===== config.mk =====
export PLATFORM = sky130hd
export DESIGN_NAME = instr_enc_loader
export DESIGN_NICKNAME = d
export VERILOG_FILES = /design/src/rtl/instr_enc_loader.sv
export SDC_FILE = /design/constraint.sdc
export NUM_CORES = 1
export LEC_CHECK = 0
export ABC_AREA = 1
export CAP_MARGIN = 15
export CORE_ASPECT_RATIO = 0.6
export CORE_MARGIN = 2
export CORE_UTILIZATION = 52
export CTS_CLUSTER_DIAMETER = 30
export DETAILED_ROUTE_END_ITERATION = 7
export PLACE_DENSITY_LB_ADDON = 0.3
export SLEW_MARGIN = 20
export SYNTH_ARGS = -nofsm -noshare
export SYNTH_HDL_FRONTEND = slang
export SYNTH_SLANG_ARGS = --single-unit

===== constraint.sdc =====
create_clock -name clk -period 3.5 [get_ports clk]
set_input_delay 0.7 -clock clk [delete_from_list [all_inputs] [get_ports clk]]
set_output_delay 0.7 -clock clk [all_outputs]
set_load 0.05 [all_outputs]

===== src/rtl/instr_enc_loader.sv =====
// Boot/test program loader: packs RV32I field bundles into 32-bit words, buffers them
// in a small FIFO and streams them into instruction memory at consecutive addresses.
module instr_enc_loader #(
  parameter int FIFO_DEPTH = 4,
  parameter int ADDR_W     = 10
) (
  input  logic              clk,
  input  logic              rst_n,
  input  logic              start,
  input  logic [ADDR_W-1:0] base_addr,
  input  logic              in_valid,
  output logic              in_ready,
  input  logic              in_last,
  input  logic [2:0]        fmt,
  input  logic [6:0]        opcode,
  input  logic [2:0]        funct3,
  input  logic [6:0]        funct7,
  input  logic [4:0]        rd,
  input  logic [4:0]        rs1,
  input  logic [4:0]        rs2,
  input  logic [31:0]       imm,
  output logic              mem_we,
  input  logic              mem_ready,
  output logic [ADDR_W-1:0] mem_waddr,
  output logic [31:0]       mem_wdata,
  output logic              busy,
  output logic              done,
  output logic              err,
  output logic [ADDR_W:0]   wr_count
);

  localparam int PW   = (FIFO_DEPTH > 1) ? $clog2(FIFO_DEPTH) : 1;
  localparam int CW   = PW + 1;
  localparam int WC_W = ADDR_W + 1;
  localparam logic [CW-1:0] FULL_CNT = CW'(FIFO_DEPTH);

  typedef enum logic [1:0] {
    S_IDLE  = 2'd0,
    S_LOAD  = 2'd1,
    S_DRAIN = 2'd2
  } state_t;

  // Field-to-word packing for the six RV32I base formats; illegal formats yield zero.
  function automatic logic [31:0] pack_instr(
    input logic [2:0]  f,
    input logic [6:0]  op,
    input logic [2:0]  f3,
    input logic [6:0]  f7,
    input logic [4:0]  d,
    input logic [4:0]  s1,
    input logic [4:0]  s2,
    input logic [31:0] im
  );
    logic [31:0] w;
    case (f)
      3'd0:    w = {f7, s2, s1, f3, d, op};
      3'd1:    w = {im[11:0], s1, f3, d, op};
      3'd2:    w = {im[11:5], s2, s1, f3, im[4:0], op};
      3'd3:    w = {im[12], im[10:5], s2, s1, f3, im[4:1], im[11], op};
      3'd4:    w = {im[31:12], d, op};
      3'd5:    w = {im[20], im[10:1], im[11], im[19:12], d, op};
      default: w = 32'd0;
    endcase
    return w;
  endfunction

  state_t            r_state;
  state_t            w_state_nxt;
  logic [31:0]       r_fifo [FIFO_DEPTH];
  logic [PW-1:0]     r_wptr;
  logic [PW-1:0]     r_rptr;
  logic [CW-1:0]     r_count;
  logic [ADDR_W-1:0] r_waddr;
  logic [WC_W-1:0]   r_wr_count;
  logic              r_err;
  logic              r_done;

  logic              w_full;
  logic              w_empty;
  logic              w_fmt_legal;
  logic              w_accept;
  logic              w_push;
  logic              w_pop;
  logic              w_done_nxt;
  logic [31:0]       w_packed;

  assign w_full      = (r_count == FULL_CNT);
  assign w_empty     = (r_count == {CW{1'b0}});
  assign w_fmt_legal = (fmt <= 3'd5);
  assign w_packed    = pack_instr(fmt, opcode, funct3, funct7, rd, rs1, rs2, imm);

  assign in_ready  = (r_state == S_LOAD) && !w_full;
  assign mem_we    = (r_state != S_IDLE) && !w_empty;
  assign mem_wdata = r_fifo[r_rptr];
  assign mem_waddr = r_waddr;
  assign busy      = (r_state != S_IDLE);
  assign done      = r_done;
  assign err       = r_err;
  assign wr_count  = r_wr_count;

  // Handshake decode: illegal bundles complete the handshake but are never pushed.
  always_comb begin
    w_accept = in_valid && in_ready;
    w_push   = w_accept && w_fmt_legal;
    w_pop    = mem_we && mem_ready;
  end

  // Next-state logic; done is registered so it pulses in the first idle cycle.
  always_comb begin
    w_state_nxt = r_state;
    w_done_nxt  = 1'b0;
    case (r_state)
      S_IDLE: begin
        if (start) begin
          w_state_nxt = S_LOAD;
        end else begin
          w_state_nxt = S_IDLE;
        end
      end
      S_LOAD: begin
        if (w_accept && in_last) begin
          w_state_nxt = S_DRAIN;
        end else begin
          w_state_nxt = S_LOAD;
        end
      end
      S_DRAIN: begin
        if (w_empty) begin
          w_state_nxt = S_IDLE;
          w_done_nxt  = 1'b1;
        end else begin
          w_state_nxt = S_DRAIN;
        end
      end
      default: begin
        w_state_nxt = S_IDLE;
        w_done_nxt  = 1'b0;
      end
    endcase
  end

  // State, status and write-address registers.
  always_ff @(posedge clk) begin
    if (!rst_n) begin
      r_state    <= S_IDLE;
      r_done     <= 1'b0;
      r_err      <= 1'b0;
      r_waddr    <= {ADDR_W{1'b0}};
      r_wr_count <= {WC_W{1'b0}};
    end else begin
      r_state <= w_state_nxt;
      r_done  <= w_done_nxt;
      if (r_state == S_IDLE && start) begin
        r_waddr    <= base_addr;
        r_err      <= 1'b0;
        r_wr_count <= {WC_W{1'b0}};
      end else begin
        if (w_accept && !w_fmt_legal) begin
          r_err <= 1'b1;
        end
        if (w_pop) begin
          r_waddr    <= r_waddr + ADDR_W'(1);
          r_wr_count <= r_wr_count + WC_W'(1);
        end
      end
    end
  end

  // FIFO pointers and occupancy; pointers wrap naturally since depth is a power of 2.
  always_ff @(posedge clk) begin
    if (!rst_n) begin
      r_wptr  <= {PW{1'b0}};
      r_rptr  <= {PW{1'b0}};
      r_count <= {CW{1'b0}};
    end else begin
      if (w_push) begin
        r_wptr <= r_wptr + PW'(1);
      end
      if (w_pop) begin
        r_rptr <= r_rptr + PW'(1);
      end
      case ({w_push, w_pop})
        2'b10:   r_count <= r_count + CW'(1);
        2'b01:   r_count <= r_count - CW'(1);
        default: r_count <= r_count;
      endcase
    end
  end

  // FIFO storage; contents need no reset since occupancy gates every read.
  always_ff @(posedge clk) begin
    if (w_push) begin
      r_fifo[r_wptr] <= w_packed;
    end
  end

endmodule


==> flow_metrics.py <==
metrics = {
    "cells_and_area": {
        "antenna_cells": 0,
        "synthToLayoutAreaGrowth_pct": 30.2,
        "n_fill_cell": 936,
        "multiInputGateArea_um2": 2230,
        "fin_util_pct": 70.7,
        "instances_no_fill": 1032,
        "final_layout_size_suffix_gt1_share_pct": 10.9,
        "fin_nets": 940,
        "regArea_um2": 4530,
    },
    "timing": {
        "fin_setup_tns_ns": 0,
        "finalCritPeriodShare_pct": 82.3,
        "hold_viol": 0,
        "setup_viol": 0,
        "rsz0062_at_grt": "false",
        "worst_pin_slew_ns": 0.627,
        "finalCriticalPeriod_ns": 2.88,
        "setup_ws_ns": 0.620,
        "skew_ns": 0.00596,
        "fmax_mhz": 347,
        "maxSlewViolCount": 0,
        "timing.slew.headroom_pct": 58.2,
        "hold_ws_ns": 0.465,
    },
    "drt": {
        "drc": 0,
        "wl_mm": 18.2,
        "wire_per_inst_um": 17.7,
        "drtPass1Iterations": 5,
        "route.vias.total": 5780,
        "viasPerCell": 5.60,
        "drtIter0Drc": 513,
        "final_antenna_net_count": 0,
    },
    "clock_tree": {
        "insertion_delay_ns": 0.42,
        "cts_buffer_depth": 2,
        "hold_buffers": 0,
        "h-tree-depth": 4,
        "cts_setup_buffers": 0,
        "cts_tree": "done",
        "clk_pin_slew_ns": 0.06,
        "cts_root_buf": "clkbuf_16",
        "cts_inserted_buffers": 17,
        "clock_sinks": 162,
        "cts_resized": 0,
    },
    "logic_synthesis": {
        "synth_xor_area_share_pct": 0.742,
        "synth_mux_area_share_pct": 0,
        "async_flop_share_pct": 0,
        "seq_area_frac_synth_pct": 63.8,
        "ys_types": 38,
        "yosysWarnings": 0,
        "yosysMostFrequentCell": "edfxtp_1",
        "syn-instance-count": 708,
        "avgSynthCellArea_um2": 10.0,
        "yosys.area.top_type_share_pct": 54.2,
        "synth_compound_area_share_pct": 11.6,
        "synth_top_family_by_area": "simple AND/OR/NAND/NOR gates",
        "synth-simple-area-share_pct": 17.2,
        "synth_area_leaders": "edfxtp_1 (54%), dfxtp_1 (9.6%), nand2_1 (6.5%), nor2_1 (5.8%), o21ai_0 (5.7%)",
        "netlist.top_cell.by_area": "edfxtp_1",
        "synthAdderAreaFrac_pct": 1.52,
        "ys_ff_latch": 162,
        "ys_top_cells_by_count": "edfxtp_1 (128), nand2_1 (122), nor2_1 (109)",
        "synthFlopType": "edfxtp_1",
        "synth_edf_count": 128,
        "mappedNetlistArea_um2": 7090,
        "synth_nets": 799,
    },
    "die": {
        "start_util_pct": 54.3,
        "core_area_um2": 13100,
        "die-area_um2": 14600,
        "rows": 32,
        "die_width_um": 155,
        "dieHeight_um": 94.4,
        "io_pins": 141,
    },
    "placement": {
        "portBuffers": 140,
        "placed_cells": 1000,
        "place_hpwl_mm": 12.1,
        "dp_worst_setup_slack_ns": 0.570,
        "gp_congestion": 0.881,
    },
    "outcome": {
        "status": "finished clean",
    },
    "run": {
        "drv_cap": 0,
    },
    "global_routing": {
        "grt-ovfl-total": 0,
        "antenna_found_initial": 0,
        "grt_max_degree": 65,
        "grt_first_pass_wirelength_mm": 28.0,
        "grt_pass1_vias": 5497,
        "track_usage_pct": 25.3,
    },
    "power": {
        "irDropWorstVdd_mv": 0.326,
        "powerDensity_nw_per_um2": 491,
        "leakagePower_nw": 3.38,
    },
    "worst_hold_path": {
        "hold_path_class": "register to register",
    },
    "setup_path": {
        "required_ns": 2.80,
        "startpoint_type": "register",
        "slowest_delay_ns": 0.51,
        "path_cells": "buf_4 -> o21ai_0 -> o22ai_1 -> buf_4",
        "critical_path.max_fanout": 64,
        "crit_top_cell": "buf_4",
        "endpoint_kind": "output port",
        "crit_family": "buffers and inverters",
        "critPathSlowestCell": "buf_4",
        "cp.arrival_ns": 2.18,
        "crit_buf_inv": 2,
        "worst-setup-path-type": "register to output port",
        "rrSetupSlack_ns": 1.09,
    },
}
## registers in the layout (all words and copies together) (netlist names), 2 cells and up, named ones only
name	cells
r_rptr	2
r_count	3
r_wptr	2
r_state	2
r_fifo	128
wr_count	11
mem_waddr	10
## metrics by stage
step	cell area [um2]	power [mW]
after CTS	9220	4.55
final	9220	4.53
after global placement	8640	2.73
after detailed placement	8640	2.74
after floorplan	7090	2.51
after global routing	9220	4.67
## kinds of logic (layout without fill, tap and decap cells)
| kind of cell | count (synthesis) | after routing |
|---|---|---|
| buf+inv | 88 | 242 |
| simple gates | 292 | 292 |
| fa+ha+maj | 8 | 8 |
| compound gates | 152 | 152 |
| xor+xnor | 6 | 6 |
| flops | 162 | 162 |
## worst reg2reg max path, cell delays in order (launching register included)
cell and delay, ns:
dfxtp_1 0.32, inv_1 0.13, nand3_1 0.09, and2_1 0.22, nand3_4 0.19, ha_1 0.19, inv_1 0.07, fa_1 0.42
a21oi_1 0.22, o21ai_0 0.16, o21ai_0 0.22, a21oi_1 0.06
## report_power, final
part / internal [mW] / total (mW) / switching, mW
sequential: 2.13 / 2.15 / 0.0241
combinational: 0.202 / 0.557 / 0.355
clock: 1.05 / 1.82 / 0.767
total: 3.38 / 4.53 / 1.15
## layout by cell type (no fill, tap or decap), types with 3 or more instances in the layout
cell type / count
a21oi_1: 31
buf_12: 3
buf_4: 41
clkbuf_16: 17
clkdlybuf4s50_1: 108
clkinv_1: 4
clkinv_4: 3
clkinvlp_4: 5
dfxtp_1: 33
edfxtp_1: 128
ha_1: 7
inv_1: 50
inv_2: 4
inv_6: 3
nand2_1: 122
nand3_1: 40
nand4_1: 5
nor2_1: 105
nor2_4: 5
nor3_1: 5
o211ai_1: 4
o21ai_0: 81
o22ai_1: 32
xor2_1: 4
## final timing paths
check	endpoint	cells past startpoint	from
worst max-delay path	mem_wdata[10]	4	register
worst min-delay path	r_count[0]	1	r_count[0]
worst min register to register	r_count[0]	1	r_count[0]
worst max register to register	r_count[2]	11	r_count[0]
## per-layer routing
| metal | vias up | global-route usage [%] | share of wire (%) |
|---|---|---|---|
| li1 | 2730 | - | - |
| met1 | 2769 | 34.3 | 43 |
| met2 | 263 | 41.1 | 48 |
| met3 | 18 | 6.06 | 7.4 |
| met4 | 0 | 8.10 | 1.2 |
| met5 | - | 0 | 0 |
## area by class of cell
class	count	share of cell area [%]
clock inverter	15	1.72
timing repair buffer	152	15.7
inverter	58	2.37
clock buffer	17	4.61
tap	170	2.31
sequential	162	49.1
multi-input combinational	458	24.2
Note: power is estimated with default switching activity, not from simulation.
